## config.mk

```make
export PLATFORM = sky130hd
export DESIGN_NAME = hazard_controller
export DESIGN_NICKNAME = d
export VERILOG_FILES = /design/src/rtl/hazard_controller.sv
export SDC_FILE = /design/constraint.sdc
export NUM_CORES = 1
export LEC_CHECK = 0
export ABC_AREA = 0
export ABC_CLOCK_PERIOD_IN_PS = 3000
export CORE_MARGIN = 2
export CORE_UTILIZATION = 51
export CTS_BUF_LIST = sky130_fd_sc_hd__clkbuf_8
export CTS_CLUSTER_DIAMETER = 200
export DETAILED_ROUTE_END_ITERATION = 6
export PLACE_DENSITY = 0.82
export REMOVE_ABC_BUFFERS = 1
export SLEW_MARGIN = 10
export SYNTH_ARGS = -nofsm -noshare
export SYNTH_HDL_FRONTEND = slang
export SYNTH_SLANG_ARGS = --single-unit
```

## constraint.sdc

```tcl
create_clock -name CLK -period 3 [get_ports CLK]
set_input_delay 0.3 -clock CLK [delete_from_list [all_inputs] [get_ports CLK]]
set_output_delay 0.3 -clock CLK [all_outputs]
set_load 0.01 [all_outputs]
```

## src/rtl/hazard_controller.sv

```systemverilog
// Pipeline hazard sequencing: load-use bubbles, branch flushes, and a multiply/divide
// hold state with a watchdog, plus stall and flush performance counters.
module hazard_controller #(
    parameter int MD_TIMEOUT = 64,
    parameter int CNT_W      = 32
) (
    input  logic             CLK,
    input  logic             RST,
    input  logic [4:0]       ID_RS1,
    input  logic [4:0]       ID_RS2,
    input  logic             ID_USES_RS1,
    input  logic             ID_USES_RS2,
    input  logic [4:0]       EX_RD,
    input  logic             EX_MEM_READ,
    input  logic             BRANCH_TAKEN,
    input  logic             MD_START,
    input  logic             MD_DONE,
    input  logic             CLR_COUNTERS,
    output logic             PC_WRITE_EN,
    output logic             IF_ID_WRITE_EN,
    output logic             IF_ID_FLUSH,
    output logic             ID_EX_BUBBLE,
    output logic             EX_HOLD,
    output logic             MEM_BUBBLE,
    output logic             MD_ERROR,
    output logic [CNT_W-1:0] STALL_CYCLES,
    output logic [CNT_W-1:0] FLUSH_COUNT
);

    // state   | meaning
    // RUN     | normal issue; branch flush, md entry and load-use bubble evaluated
    // MD_WAIT | pipeline held until MD_DONE or the watchdog expires
    typedef enum logic {RUN, MD_WAIT} state_t;

    localparam int TW = (MD_TIMEOUT > 2) ? $clog2(MD_TIMEOUT) : 1;

    state_t        state, state_nxt;
    logic [TW-1:0] tcnt;
    logic          load_use;
    logic          md_enter;
    logic          timeout_hit;
    logic          flush_evt;

    always_comb begin
        load_use = EX_MEM_READ && (EX_RD != 5'd0) &&
                   ((ID_USES_RS1 && (ID_RS1 == EX_RD)) ||
                    (ID_USES_RS2 && (ID_RS2 == EX_RD)));
        md_enter    = (state == RUN) && !BRANCH_TAKEN && MD_START && !MD_DONE;
        timeout_hit = (state == MD_WAIT) && !MD_DONE && (tcnt == TW'(MD_TIMEOUT - 1));
        flush_evt   = (state == RUN) && BRANCH_TAKEN;
    end

    always_ff @(posedge CLK or posedge RST) begin
        if (RST) state <= RUN;
        else     state <= state_nxt;
    end

    always_comb begin
        state_nxt = state;
        case (state)
            RUN:     if (md_enter) state_nxt = MD_WAIT;
            MD_WAIT: if (MD_DONE || timeout_hit) state_nxt = RUN;
            default: state_nxt = RUN;
        endcase
    end

    always_comb begin
        PC_WRITE_EN    = 1'b1;
        IF_ID_WRITE_EN = 1'b1;
        IF_ID_FLUSH    = 1'b0;
        ID_EX_BUBBLE   = 1'b0;
        EX_HOLD        = 1'b0;
        MEM_BUBBLE     = 1'b0;
        if (RST) begin
            PC_WRITE_EN    = 1'b0;
            IF_ID_WRITE_EN = 1'b0;
            IF_ID_FLUSH    = 1'b1;
            ID_EX_BUBBLE   = 1'b1;
        end else begin
            case (state)
                RUN: begin
                    if (BRANCH_TAKEN) begin
                        IF_ID_FLUSH  = 1'b1;
                        ID_EX_BUBBLE = 1'b1;
                    end else if (md_enter) begin
                        PC_WRITE_EN    = 1'b0;
                        IF_ID_WRITE_EN = 1'b0;
                        EX_HOLD        = 1'b1;
                        MEM_BUBBLE     = 1'b1;
                    end else if (!MD_START && load_use) begin
                        PC_WRITE_EN    = 1'b0;
                        IF_ID_WRITE_EN = 1'b0;
                        ID_EX_BUBBLE   = 1'b1;
                    end
                end
                MD_WAIT: begin
                    if (!MD_DONE && !timeout_hit) begin
                        PC_WRITE_EN    = 1'b0;
                        IF_ID_WRITE_EN = 1'b0;
                        EX_HOLD        = 1'b1;
                        MEM_BUBBLE     = 1'b1;
                    end
                end
                default: ;
            endcase
        end
    end

    // Timeout counter is zero on the first MD_WAIT cycle; expiry releases on MD_TIMEOUT-1.
    always_ff @(posedge CLK or posedge RST) begin
        if (RST) begin
            tcnt <= '0;
        end else if (state == RUN) begin
            tcnt <= '0;
        end else if (!MD_DONE && !timeout_hit) begin
            tcnt <= tcnt + 1'b1;
        end
    end

    always_ff @(posedge CLK or posedge RST) begin
        if (RST)              MD_ERROR <= 1'b0;
        else if (timeout_hit) MD_ERROR <= 1'b1;
    end

    always_ff @(posedge CLK or posedge RST) begin
        if (RST) begin
            STALL_CYCLES <= '0;
            FLUSH_COUNT  <= '0;
        end else if (CLR_COUNTERS) begin
            STALL_CYCLES <= '0;
            FLUSH_COUNT  <= '0;
        end else begin
            if (!PC_WRITE_EN) STALL_CYCLES <= STALL_CYCLES + 1'b1;
            if (flush_evt)    FLUSH_COUNT  <= FLUSH_COUNT + 1'b1;
        end
    end

endmodule
```

==> out/results.tsv, run 1 <==
metric	value	unit
outcome	complete, no violations	
I/O pins	95	
# DRC	0	
WP data required	2.70	ns
cell depth of the worst hold path	1	
most frequent CP cell	clkdlybuf4s50_1	
initial antenna violation count	0	
Final setup viols	0	
capture point of the worst reg-to-reg path	STALL_CYCLES[21]$_DFFE_PP0P_	
Synth Area in XOR/XNOR	10.4	%
CP arrival	2.54	ns
Crit Path Class	in -> out	
Power, Total	1970	µW
Hold Vio Cnt, Final	0	
Reg2Reg Depth	6	
CTS Sinks	72	
relative slew slack	30.1	%
leakage power	0.00204	µW
reg2reg setup slack	0.60	ns
vias	3427	
Detailed Route WL	9.33	mm
commonest cells after routing, fill and taps aside	93 x clkdlybuf4s50_1, 72 x dfrtp_1, 51 x nor2_1	
CTS root buf	clkbuf_8	
layout cells sized above 1	7.87	%
DP Area	4960	µm²
max-cap viol count	0	
Die H	92.2	µm
final hold slack	0.472	ns
First-pass DRT Iterations	5	
Synth Cell Area	3970	µm²
Nets	530	
crit path cell chain	clkdlybuf4s50_1 > or4_1 > o211ai_2 > nor2_2 > a211oi_4 > clkdlybuf4s50_1	
critical path capture point type	primary output	
most common cell after layout, fill and taps aside	clkdlybuf4s50_1	
Top FF cell, synth	dfrtp_1	
Yosys warnings	0	
Routed wire per std cell	15.3	µm
#FFs+latches synth	72	
Synth Area in Compound Gates	9.67	%
Seq/Total Area, Yosys	45.4	%
global-route wire length before repair	16.1	mm
worst reg2reg path startpoint	state$_DFF_PP0_	
core area	7650	µm²
Final Instance Area	5160	µm²
latest clock arrival within the worst-skew pair	0.34	ns
average cell area after synthesis	9.59	µm²
Final min period	2.84	ns
hold crit path type	reg -> reg	
largest net degree at the start of global routing	73	
largest family of logic cells by synthesized area	simple AND/OR/NAND/NOR gates	
post-synthesis mux area share	2.17	%
Synth-to-Final Area Change	29.9	%
Final Max Tran Viols	0	
worst stage delay on the critical path	0.61	ns
clock-pin slew on the worst setup and hold paths	0.08	ns
postcts setup bufs	0	
Crit-path slowest cell	clkdlybuf4s50_1	
vias in the first global route	3362	
number of synthesized flops with an enable pin	0	
First DRT Iteration DRCs	182	
Synth Instances	414	
Port-buffer cells	94	
Hold EP	MD_ERROR$_DFFE_PP0P_	
Least-Margin Pin Slew	1.05	ns
CTS hold repair buffers	0	
CP bufs+invs	2	
initial core utilization	51.9	%
# rows	32	
Synth Area in Simple Gates	27.5	%
Fmax	352	MHz
Adder-Cell Fraction of Synth Area	0.945	%
cell family with most CP delay	buffers and inverters	
CP startpoint kind	primary input	
pwr dens	381	nW/µm²
GRT Util Overall	23.3	%
Remaining Overflow, GRT	0	
clock tree buffer depth	2	
crit-path max FO	3	
number of H-tree levels	3	
Die Area	8510	µm²
VDD IR max	0.236	mV
Post-synth ARST share	100	%
final setup TNS	0	ns
Final ANT Viol Nets	0	
Diodes inserted	0	
post-CTS sizing	0	
clock tree from TritonCTS	done	
hold_sp	MD_ERROR$_DFFE_PP0P_	
die width	92.2	µm
Vias/cell	5.62	
crit share post-route	94.8	%
CTS Buf Count	9	
Cell variety after synth	50	
Final Skew	0.0109	ns
RePlAce Congestion	0.847	
hpwl dp	6.32	mm
unrepaired setup endpoints after global routing	no	
## synth_stat cells (9+ instances only)
master	number	area share (%)
clkbuf_1	9	0.85
or4_1	14	2.6
o31ai_1	12	2.3
xnor2_1	21	4.6
xor2_1	26	5.7
or3_1	13	2.0
and4_1	11	2.4
dfrtp_1	72	45
nand2_1	28	2.6
nand4_1	17	2.7
a21oi_1	25	3.2
nand3_1	22	2.8
nor2_1	51	4.8
## how the worst max path moves through the flow
stage | from | to | depth (start not counted)
after global routing | EX_RD[1] | IF_ID_WRITE_EN | 6
after CTS | EX_RD[3] | IF_ID_WRITE_EN | 6
after global placement | EX_RD[3] | IF_ID_WRITE_EN | 6
after detailed placement | EX_RD[3] | IF_ID_WRITE_EN | 6
after floorplan | EX_RD[1] | STALL_CYCLES[18]$_DFFE_PP0P_ | 6
final | EX_RD[3] | IF_ID_WRITE_EN | 6
## power by group
| part | internal [µW] | leakage (µW) | switching, µW | total, µW |
|---|---|---|---|---|
| clock | 393 | 0.0000929 | 404 | 797 |
| sequential | 978 | 0.00100 | 14.3 | 993 |
| combinational | 82.0 | 0.000944 | 93.5 | 176 |
## flip-flops by register name (all words and copies together), names as in the netlist
signal,flops
MD_ERROR,1
STALL_CYCLES,32
tcnt,6
state,1
FLUSH_COUNT,32
## cells by family after synthesis
kind of cell             Yosys count
XOR/XNOR                          47
buffers and inverters             29
AO/OA/AOI/OAI                     61
multiplexers                       7
AND/OR/NAND/NOR                  195
flip-flops                        72
adder cells (fa/ha/maj)            3
## layer usage
metal	global-route usage, %	vias to the layer above	share of wire (%)
li1	-	1656	-
met1	31.6	1658	44
met2	38.6	100	50
met3	3.12	13	4.3
met4	7.71	0	1.3
met5	0	-	0
## worst register-to-register path, cell delays in order, from the launching register on
cell and delay (ns):
dfrtp_1 0.51, nor2_1 0.19, o211ai_2 0.13, nor4b_1 0.39, a21oi_2 0.26, or4b_2 0.69
a21oi_1 0.15
## layout make-up
type | count | area (µm²)
Fill cell | 585 | 2490
Multi-Input combinational cell | 313 | 2010
Sequential cell | 72 | 1800
Timing Repair Buffer | 99 | 986
Tap cell | 102 | 128
Clock buffer | 9 | 124
Clock inverter | 7 | 78.8
Inverter | 8 | 30.0
## metrics by stage
stage / cells / setup WS (ns) / utilization (%)
after floorplan: 393 / 0.287 / -
after global placement: 594 / 0.149 / 64.8
after detailed placement: 594 / 0.159 / 64.8
after CTS: 610 / 0.141 / 67.5
after global routing: 610 / 0.0589 / 67.5
final: 610 / 0.156 / 67.5
No activity file was read; power rests on OpenSTA's default activity.
==> run 2: changes to the inputs <==
CAP_MARGIN = 20   (was not set)
CTS_CLUSTER_SIZE = 30   (was not set)
==> results of run 2 <==
No change in the layout: final DEF, timing and power equal those of run 1.
==> run 3: changes to the inputs <==
CORE_UTILIZATION = 50   (was 51)
CTS_BUF_LIST = sky130_fd_sc_hd__clkbuf_16   (was sky130_fd_sc_hd__clkbuf_8)
PLACE_DENSITY = 0.8   (was 0.82)
==> run 3 against run 2 <==
Critical path depth did not move. Clock-buffer cell count did not move. Setup slack got worse by 0.0037 ns. Combinational power barely moved. Final cell count rose by 0.49%. Via count rose by 1.1%. Die area rose by 1.9%. Register-to-register slack got worse by 0.18 ns. Sequential power barely moved. Utilization rose by 0.73 points. Global-route usage fell by 0.16 points. Worst hold slack improved by 0.0014 ns. Largest cell class unchanged. Highest routed layer unchanged.
==> out/results.tsv, run 3 (synthesis results as in run 1) <==
metric	value	unit	change
Crit-path slowest cell	clkdlybuf4s50_1		
GRT Util Overall	23.1	%	-0.16 points
Die H	93.1	µm	+0.95%
Routed wire per std cell	15.5	µm	+1.1%
WP data required	2.70	ns	about the same
dpl cells	597		+0.51%
Final ANT Viol Nets	0		unchanged
Final Non-Filler Cells	613		+0.49%
latest clock arrival within the worst-skew pair	0.33	ns	about the same
commonest cells after routing, fill and taps aside	93 x clkdlybuf4s50_1, 72 x dfrtp_1, 51 x nor2_1		
most common cell after layout, fill and taps aside	clkdlybuf4s50_1		
VDD IR max	0.266	mV	+13%
clock tree from TritonCTS	done		
Final setup viols	0		unchanged
RePlAce Congestion	0.824		-2.7%
max-cap viol count	0		unchanged
post-CTS sizing	0		unchanged
Port-buffer cells	94		unchanged
final setup TNS	0	ns	unchanged
I/O pins	95		unchanged
Least-Margin Pin Slew	0.893	ns	-0.155 ns
core area	7730	µm²	+1.0%
Power, Total	2250	µW	+15%
Place WS	0.128	ns	-0.0311 ns
Nets	533		+0.57%
Clk pwr share	48.1	%	+7.5 points
crit share post-route	94.9	%	+0.12 points
outcome	complete, no violations		
worst setup margin	0.152	ns	-0.00373 ns
First-pass DRT Iterations	4		-1
die width	93.1	µm	+0.95%
CP startpoint kind	primary input		
vias	3465		+1.1%
layout cells sized above 1	8.41	%	+0.54 points
Net Sw Frac	24.0	%	-2.1 points
First DRT Iteration DRCs	143		-21%
Logic pwr share	7.8	%	-1.1 points
switching power	540	µW	+5.5%
Largest regs	FLUSH_COUNT x32, STALL_CYCLES x32, tcnt x6		
CTS root buf	clkbuf_16		
Diodes inserted	0		unchanged
Final Skew	0.0108	ns	-0.000138 ns
crit path cell chain	clkdlybuf4s50_1 > or4_1 > o211ai_2 > nor2_2 > a211oi_4 > clkdlybuf4s50_1		
number of H-tree levels	3		unchanged
Fmax	351	MHz	-0.13%
CTS Sinks	72		unchanged
most frequent CP cell	clkdlybuf4s50_1		
CTS hold repair buffers	0		unchanged
vias in the first global route	3465		+3.1%
Hold Vio Cnt, Final	0		unchanged
pwr dens	428	nW/µm²	+12%
Die Area	8670	µm²	+1.9%
initial core utilization	51.4	%	-0.54 points
crit-path max FO	3		unchanged
clock-pin slew on the worst setup and hold paths	0.06	ns	-0.02 ns
hpwl dp	6.56	mm	+3.7%
postcts setup bufs	0		unchanged
Synth-to-Final Area Change	32.7	%	
relative slew slack	40.5	%	+10 points
unrepaired setup endpoints after global routing	no		
largest net degree at the start of global routing	73		unchanged
Vias/cell	5.65		+0.61%
Remaining Overflow, GRT	0		unchanged
critical path capture point type	primary output		
Detailed Route WL	9.48	mm	+1.6%
CTS Buf Count	9		unchanged
sequential power share	44.1	%	-6.4 points
CP arrival	2.55	ns	about the same
Final min period	2.85	ns	+0.00373 ns
# DRC	0		unchanged
clock tree buffer depth	2		unchanged
Final Max Tran Viols	0		unchanged
CP bufs+invs	2		unchanged
P_int	1710	µW	+18%
initial antenna violation count	0		unchanged
Crit Path Class	in -> out		
hold crit path type	in -> reg		
global-route wire length before repair	16.2	mm	+0.90%
# rows	32		unchanged
cell family with most CP delay	buffers and inverters		
worst stage delay on the critical path	0.60	ns	about the same
leakage power	0.00210	µW	+3.2%
## run 3: layer usage
layer	track usage (%)	up-vias	share of wire [%]
met2	38.3	101	51
met1	30.4	1692	43
li1	-	1658	-
met5	0	-	0
met3	4.75	14	4.7
met4	7.60	0	1.1
## run 3: area by class of cell
| cell class | instances | area (µm²) |
|---|---|---|
| Inverter | 8 | 30.0 |
| Clock inverter | 7 | 77.6 |
| Clock buffer | 9 | 225 |
| Sequential cell | 72 | 1800 |
| Multi-Input combinational cell | 313 | 2010 |
| Timing Repair Buffer | 102 | 996 |
| Tap cell | 102 | 128 |
| Fill cell | 628 | 2460 |
## run 3: through the flow
stage / cell area [µm²] / hold WS (ns) / utilization [%]
floorplan: 3840 / 0.356 / -
global placement: 4970 / 0.442 / 64.3
detailed placement: 4970 / 0.457 / 64.3
CTS: 5270 / 0.471 / 68.2
global route: 5270 / 0.510 / 68.2
finish: 5270 / 0.474 / 68.2
## run 3: power groups by stage
stage | sequential (µW) | clock (µW) | combinational (µW)
detailed placement | 1010 | 0 | 177
global placement | 1010 | 0 | 173
finish | 995 | 1080 | 176
floorplan | 1010 | 0 | 72.8
global route | 996 | 1140 | 196
CTS | 994 | 1100 | 179
## run 3: final timing paths
check / startpoint / end / slack (ns) / depth (start not counted)
worst min register to register: MD_ERROR$_DFFE_PP0P_ / MD_ERROR$_DFFE_PP0P_ / 0.48 / 1
max in group asynchronous: RST / FLUSH_COUNT[20]$_DFFE_PP0P_ / 1.70 / 3
worst min-delay path: CLR_COUNTERS / STALL_CYCLES[1]$_DFFE_PP0P_ / 0.47 / 2
worst max register to register: tcnt[0]$_DFFE_PP0P_ / STALL_CYCLES[13]$_DFFE_PP0P_ / 0.42 / 9
worst max-delay path: EX_RD[1] / PC_WRITE_EN / 0.15 / 6
min in group asynchronous: RST / MD_ERROR$_DFFE_PP0P_ / 0.74 / 3
